===== config.mk =====
export PLATFORM = sky130hd
export DESIGN_NAME = wave_lut_gen
export DESIGN_NICKNAME = d
export VERILOG_FILES = /design/src/rtl/wave_lut_gen.sv
export SDC_FILE = /design/constraint.sdc
export NUM_CORES = 1
export LEC_CHECK = 0
export ABC_AREA = 1
export CAP_MARGIN = 10
export CORE_UTILIZATION = 45
export CTS_BUF_LIST = sky130_fd_sc_hd__clkbuf_2
export DETAILED_ROUTE_END_ITERATION = 16
export HOLD_SLACK_MARGIN = 0.15
export MAX_ROUTING_LAYER = met4
export PLACE_DENSITY_LB_ADDON = 0.25
export SETUP_SLACK_MARGIN = 0.1
export SYNTH_ARGS = -nofsm -noshare
export SYNTH_HDL_FRONTEND = slang
export SYNTH_SLANG_ARGS = --single-unit
export TNS_END_PERCENT = 20

===== constraint.sdc =====
create_clock -name clk -period 5.9 [get_ports clk]
set_input_delay 1.77 -clock clk [delete_from_list [all_inputs] [get_ports clk]]
set_output_delay 1.77 -clock clk [all_outputs]
set_load 0.05 [all_outputs]

===== src/rtl/wave_lut_gen.sv =====
// wave_lut_gen: mode-selectable waveform lookup stage between the phase counter and the DAC
// output register. Converts a phase address into an unsigned, offset-binary sample through a
// 2-stage pipeline. The shape and the square duty are only re-latched at a period wrap, so a
// shape switch never lands in the middle of a period.
//
// Optional feature macro: WAVE_INVERT_EN. When it is defined, an extra input `inv` is latched at
// wrap together with mode, and the sample is then mirrored as (2**DATA_W-1) - sample.
//
// Ports:
//   clk          rising-edge clock
//   en           asynchronous active-low reset
//   in_valid     addr/mode/duty are valid this cycle
//   addr         phase address (ADDR_W)
//   mode         requested shape: 0 sine, 1 triangle, 2 sawtooth, 3 square
//   duty         requested square high length, in address steps (ADDR_W)
//   inv          (WAVE_INVERT_EN only) requested output inversion
//   out_valid    q carries a new sample (in_valid delayed by 2 cycles)
//   q            sample (DATA_W); holds its value while out_valid is low
//   mode_active  shape currently applied
module wave_lut_gen #(
  parameter int unsigned ADDR_W = 8,
  parameter int unsigned DATA_W = 10
) (
  input  logic              clk,
  input  logic              en,
  input  logic              in_valid,
  input  logic [ADDR_W-1:0] addr,
  input  logic [1:0]        mode,
  input  logic [ADDR_W-1:0] duty,
`ifdef WAVE_INVERT_EN
  input  logic              inv,
`endif
  output logic              out_valid,
  output logic [DATA_W-1:0] q,
  output logic [1:0]        mode_active
);

  localparam int QD = 2 ** (ADDR_W - 2);
  localparam int KW = ADDR_W - 2;

  localparam logic [1:0] ModeSine   = 2'd0;
  localparam logic [1:0] ModeTri    = 2'd1;
  localparam logic [1:0] ModeSaw    = 2'd2;
  localparam logic [1:0] ModeSquare = 2'd3;

  localparam logic [DATA_W-1:0] Mid     = {1'b1, {(DATA_W-1){1'b0}}};
  localparam logic [ADDR_W-1:0] DutyRst = {1'b1, {(ADDR_W-1){1'b0}}};
  localparam real               Pi      = 3.14159265358979323846;

  // Quarter-wave magnitude, rounded to nearest; entry QD is the positive peak.
  function automatic logic [DATA_W-2:0] sine_entry(input int i);
    real v;
    v = real'((2 ** (DATA_W - 1)) - 1) * $sin(Pi / 2.0 * real'(i) / real'(QD));
    return (DATA_W-1)'($rtoi(v + 0.5));
  endfunction

  logic [DATA_W-2:0] sin_tab [QD+1];

  for (genvar i = 0; i <= QD; i++) begin : g_sin_tab
    assign sin_tab[i] = sine_entry(i);
  end

  // Period / wrap tracking
  logic              first_q;
  logic [ADDR_W-1:0] last_addr_q;
  logic [1:0]        mode_active_q;
  logic [ADDR_W-1:0] duty_active_q;

  // Stage 1
  logic              s1_valid_q;
  logic [1:0]        s1_mode_q;
  logic [1:0]        s1_quad_q;
  logic [KW:0]       s1_idx_q;
  logic [ADDR_W-1:0] s1_addr_q;
  logic [ADDR_W-1:0] s1_duty_q;

  // Stage 2
  logic              out_valid_q;
  logic [DATA_W-1:0] q_q;

`ifdef WAVE_INVERT_EN
  logic inv_active_q;
  logic s1_inv_q;
  logic eff_inv;
`endif

  logic              wrap;
  logic [1:0]        eff_mode;
  logic [ADDR_W-1:0] eff_duty;
  logic [1:0]        quad;
  logic [KW-1:0]     k;
  logic [KW:0]       fold_idx;
  logic [DATA_W-1:0] sample_d;
  logic [DATA_W-2:0] sin_mag;
  logic [ADDR_W-2:0] tri_t;

  // A wrap lets the new settings apply to the very sample that triggered it.
  always_comb begin
    wrap     = in_valid && (first_q || (addr < last_addr_q));
    eff_mode = wrap ? mode : mode_active_q;
    eff_duty = wrap ? duty : duty_active_q;
    quad     = addr[ADDR_W-1 -: 2];
    k        = addr[KW-1:0];
    // Odd quadrants run the quarter table backwards.
    fold_idx = quad[0] ? ((KW+1)'(QD) - {1'b0, k}) : {1'b0, k};
  end

`ifdef WAVE_INVERT_EN
  assign eff_inv = wrap ? inv : inv_active_q;
`endif

  always_comb begin
    sample_d = '0;
    sin_mag  = sin_tab[s1_idx_q];
    tri_t    = s1_addr_q[ADDR_W-1] ? ~s1_addr_q[ADDR_W-2:0] : s1_addr_q[ADDR_W-2:0];
    case (s1_mode_q)
      ModeSine:   sample_d = s1_quad_q[1] ? (Mid - {1'b0, sin_mag}) : (Mid + {1'b0, sin_mag});
      ModeTri:    sample_d = DATA_W'(tri_t) << (DATA_W - ADDR_W + 1);
      ModeSaw:    sample_d = DATA_W'(s1_addr_q) << (DATA_W - ADDR_W);
      ModeSquare: sample_d = (s1_addr_q < s1_duty_q) ? '1 : '0;
      default:    sample_d = '0;
    endcase
`ifdef WAVE_INVERT_EN
    // All-ones minus x is a bitwise complement.
    if (s1_inv_q) sample_d = ~sample_d;
`endif
  end

  always_ff @(posedge clk or negedge en) begin
    if (!en) begin
      first_q       <= 1'b1;
      last_addr_q   <= '0;
      mode_active_q <= '0;
      duty_active_q <= DutyRst;
      s1_valid_q    <= 1'b0;
      s1_mode_q     <= '0;
      s1_quad_q     <= '0;
      s1_idx_q      <= '0;
      s1_addr_q     <= '0;
      s1_duty_q     <= '0;
      out_valid_q   <= 1'b0;
      q_q           <= '0;
`ifdef WAVE_INVERT_EN
      inv_active_q  <= 1'b0;
      s1_inv_q      <= 1'b0;
`endif
    end else begin
      if (in_valid) begin
        first_q     <= 1'b0;
        last_addr_q <= addr;
      end
      if (wrap) begin
        mode_active_q <= mode;
        duty_active_q <= duty;
`ifdef WAVE_INVERT_EN
        inv_active_q  <= inv;
`endif
      end
      s1_valid_q <= in_valid;
      if (in_valid) begin
        s1_mode_q <= eff_mode;
        s1_quad_q <= quad;
        s1_idx_q  <= fold_idx;
        s1_addr_q <= addr;
        s1_duty_q <= eff_duty;
`ifdef WAVE_INVERT_EN
        s1_inv_q  <= eff_inv;
`endif
      end
      out_valid_q <= s1_valid_q;
      if (s1_valid_q) q_q <= sample_d;
    end
  end

  assign out_valid   = out_valid_q;
  assign q           = q_q;
  assign mode_active = mode_active_q;

endmodule


==> metrics.md <==
| Metric | Value |
|---|---|
| Layout cell share with drive strength beyond 1 | `0.05028` |
| Crit path time final | `3.463 ns` |
| Number of synthesized flops with an enable pin | `0` |
| DIE HEIGHT | `90.17 um` |
| Total CTS buffers | `5` |
| Worst-Margin Slew | `1.043 ns` |
| Leading area contributor after synthesis | `dfrtp_1` |
| Syn Inst Count | `516` |
| Core area | `7370 um^2` |
| Crit path kind | `in2reg` |
| Mapped Area | `3498 um^2` |
| Crit path capture type | `flip-flop` |
| RSZ-0062 raised after global routing | `no` |
| Top FF cell, synth | `dfrtp_1` |
| Number of I/O port buffers | `33` |
| Post-route clock period utilization | `0.5869` |
| Hold Startpoint | `first_q` |
| Worst hold path class | `reg2reg` |
| H-tree lvl count | `2` |
| DRT antenna net count | `0` |
| Arr. time, crit path | `3.78 ns` |
| Routability Congestion | `0.8873` |
| Leading cell types by total area after synthesis | `dfrtp_1 32%, nand2_1 17%, ha_1 10%, nand3_1 7.9%, inv_1 7.3%` |
| Post-synth top area share | `0.3219` |
| Peak VDD IR | `0.1219 mV` |
| Post-Syn Nets | `565` |
| CTS tree | `built` |
| Clk buf depth | `2` |
| Die Width | `90.17 um` |
| Grt met3 use | `0.03130` |
| HPWL Detailed | `5936 um` |
| Pin count of the biggest net entering global routing | `48` |
| Pre-CTS setup slack | `1.954 ns` |
| Cell Rows | `31` |
| Root buf cell | `clkbuf_2` |
| Initial core utilization | `0.4747` |
| Critical Path RT | `6.22 ns` |
| PostCTS Resize Cnt | `0` |
| DRT Pass-1 Iters | `5` |
| Clk_skew | `0.03078 ns` |
| Hold Fails Final Rpt | `0` |
| Non-filler instance count after layout | `636` |
| Vias/cell | `5.200` |
| Synth-to-Final Area Change | `11.87%` |
| Net count, final | `585` |
| Hold bufs inserted after CTS | `0` |
| Final setup fails | `0` |
| Worst r2r src | `s1_quad_q[1]` |
| Global route hottest layer | `met2` |
| Worst Reg-to-Reg Cells | `8` |
| Vias | `3307` |
| Register area share after synthesis | `0.3369` |
| Global-route met2 utilization | `0.3473` |
| Residual DRC count | `0` |
| Worst-path clk slew | `0.23 ns` |
| CP Launch Type | `primary input` |
| DR iter-0 viols | `139` |
| Critical Path Fanout Max | `20` |
| Dpl cells | `628` |
| Drt wl/cell | `12.49 um` |
| Setup tns final | `0 ns` |
| Final worst slack | `2.438 ns` |
| Yosys reg bits | `47` |
| Worst skew pair latency | `0.42 ns` |
| Hold EP | `first_q` |
| GR Overflow Total | `0` |
| Worst r2r dst | `s1_duty_q[1]` |
| Post-synth ARST share | `1.000` |
| Commonest cells after routing, fill and taps aside | `156 x nand2_1, 68 x inv_1, 55 x nand3_1, 45 x dfrtp_1, 33 x o21ai_0` |
| Pins Over Slew Limit | `0` |
| Max Freq | `288.8 MHz` |
| Number of global-route vias before repair | `3083` |
| IO Pins | `34` |
| M1 GR Usage | `0.2707` |
| Max Cap Violations | `0` |
| Clock sink count | `47` |
| Hold Slack | `0.4800 ns` |
| Status | `complete, no violations` |
| Hold depth | `2` |
| PwrDens | `283.6 nW/um^2` |
| Routed WL | `7942 um` |
| GRT Total Usage | `0.2143` |
| Die Area | `8131 um^2` |
| YS warnings | `0` |
| Max-slew headroom | `0.3047` |
| R2R Setup Slk | `3.00 ns` |
| Most common cell after layout, fill and taps aside | `nand2_1` |
| Cell variety after synth | `38` |
| Post-CTS Setup Repair Bufs | `0` |
| Syn Area/Cell | `6.780 um^2` |
| Pleak | `2.018 nW` |
| Initial antenna violation count | `0` |
| Fillers | `742` |
| Antenna diodes | `0` |
| Global-route wire length before repair | `13960 um` |
[cell usage after synthesis (all sizes together) (3+ instances only)]
| cell type | n |
|---|---|
| a21oi | 30 |
| nand3b | 3 |
| nand2 | 159 |
| o211ai | 3 |
| nor2 | 31 |
| nand4 | 3 |
| buf | 7 |
| inv | 73 |
| nor3 | 3 |
| clkbuf | 14 |
| dfrtp | 45 |
| ha | 28 |
| nand3 | 56 |
| o21ai | 45 |
[stage by stage]
stage	total power, mW	cell area, um^2	util
floorplan	0.8049	3498	-
global placement	0.9336	3850	0.5224
detailed placement	0.9447	3850	0.5224
CTS	1.120	3914	0.5311
global route	1.200	3914	0.5311
finish	1.110	3914	0.5311
[flip-flops by register name (all words and copies together) (netlist names), 2 cells and up]
name / flops
q: 10
s1_quad_q: 2
s1_mode_q: 2
duty_active_q: 8
s1_idx_q: 7
s1_addr_q: 5
mode_active: 2
s1_duty_q: 8
[worst max-delay path, stage by stage]
cell and delay [ns]:
clkdlybuf4s50_1 0.49, ha_1 0.36, a21oi_1 0.13, o21ai_0 0.09, o21ai_1 0.13, nand2_1 0.35, o21ai_0 0.36, o21ai_1 0.09
[power by group]
part	switching [mW]	internal (mW)	total (mW)	leakage, nW
Clock	0.103	0.0697	0.173	0.0404
Combinational	0.321	0.176	0.497	1.43
Sequential	0.0583	0.382	0.440	0.547
[cell families (layout without fill, tap and decap cells)]
group | after synthesis | after routing | synth area share
DFF | 47 | 47 | 0.3369
adders and majority gates | 28 | 28 | 0.1001
buffers and inverters | 94 | 115 | 0.1084
AOI/OAI and AO/OA | 89 | 89 | 0.1406
and+or+nand+nor | 258 | 258 | 0.3140
[cell type report]
cell class	instances	area, um^2	area share
Sequential cell	47	1179	0.3012
Multi-Input combinational cell	375	1941	0.4958
Timing Repair Buffer	34	332.8	0.08504
Clock buffer	5	25.02	0.006394
Tap cell	99	123.9	0.03165
Inverter	73	274.0	0.07001
Clock inverter	3	38.79	0.009910
[layer usage]
layer | vias to the layer above | part of all wire
met1 | 1523 | 0.45
met4 | 0 | 0.025
met2 | 73 | 0.49
met3 | 20 | 0.036
li1 | 1691 | -
met5 | - | 0
[worst max-delay path by stage]
stage	startpoint	endpoint	slack [ns]	depth (start not counted)
5_1_grt	addr[6]	s1_duty_q[6]	2.31	11
3_3_place_gp	addr[5]	s1_mode_q[0]	2.07	8
4_1_cts	addr[5]	s1_duty_q[7]	2.45	8
3_5_place_dp	addr[5]	s1_duty_q[7]	1.95	8
2_1_floorplan	addr[7]	s1_duty_q[0]	2.85	11
6_report	addr[5]	s1_duty_q[1]	2.44	8
Power figures use the tool's default switching activity.
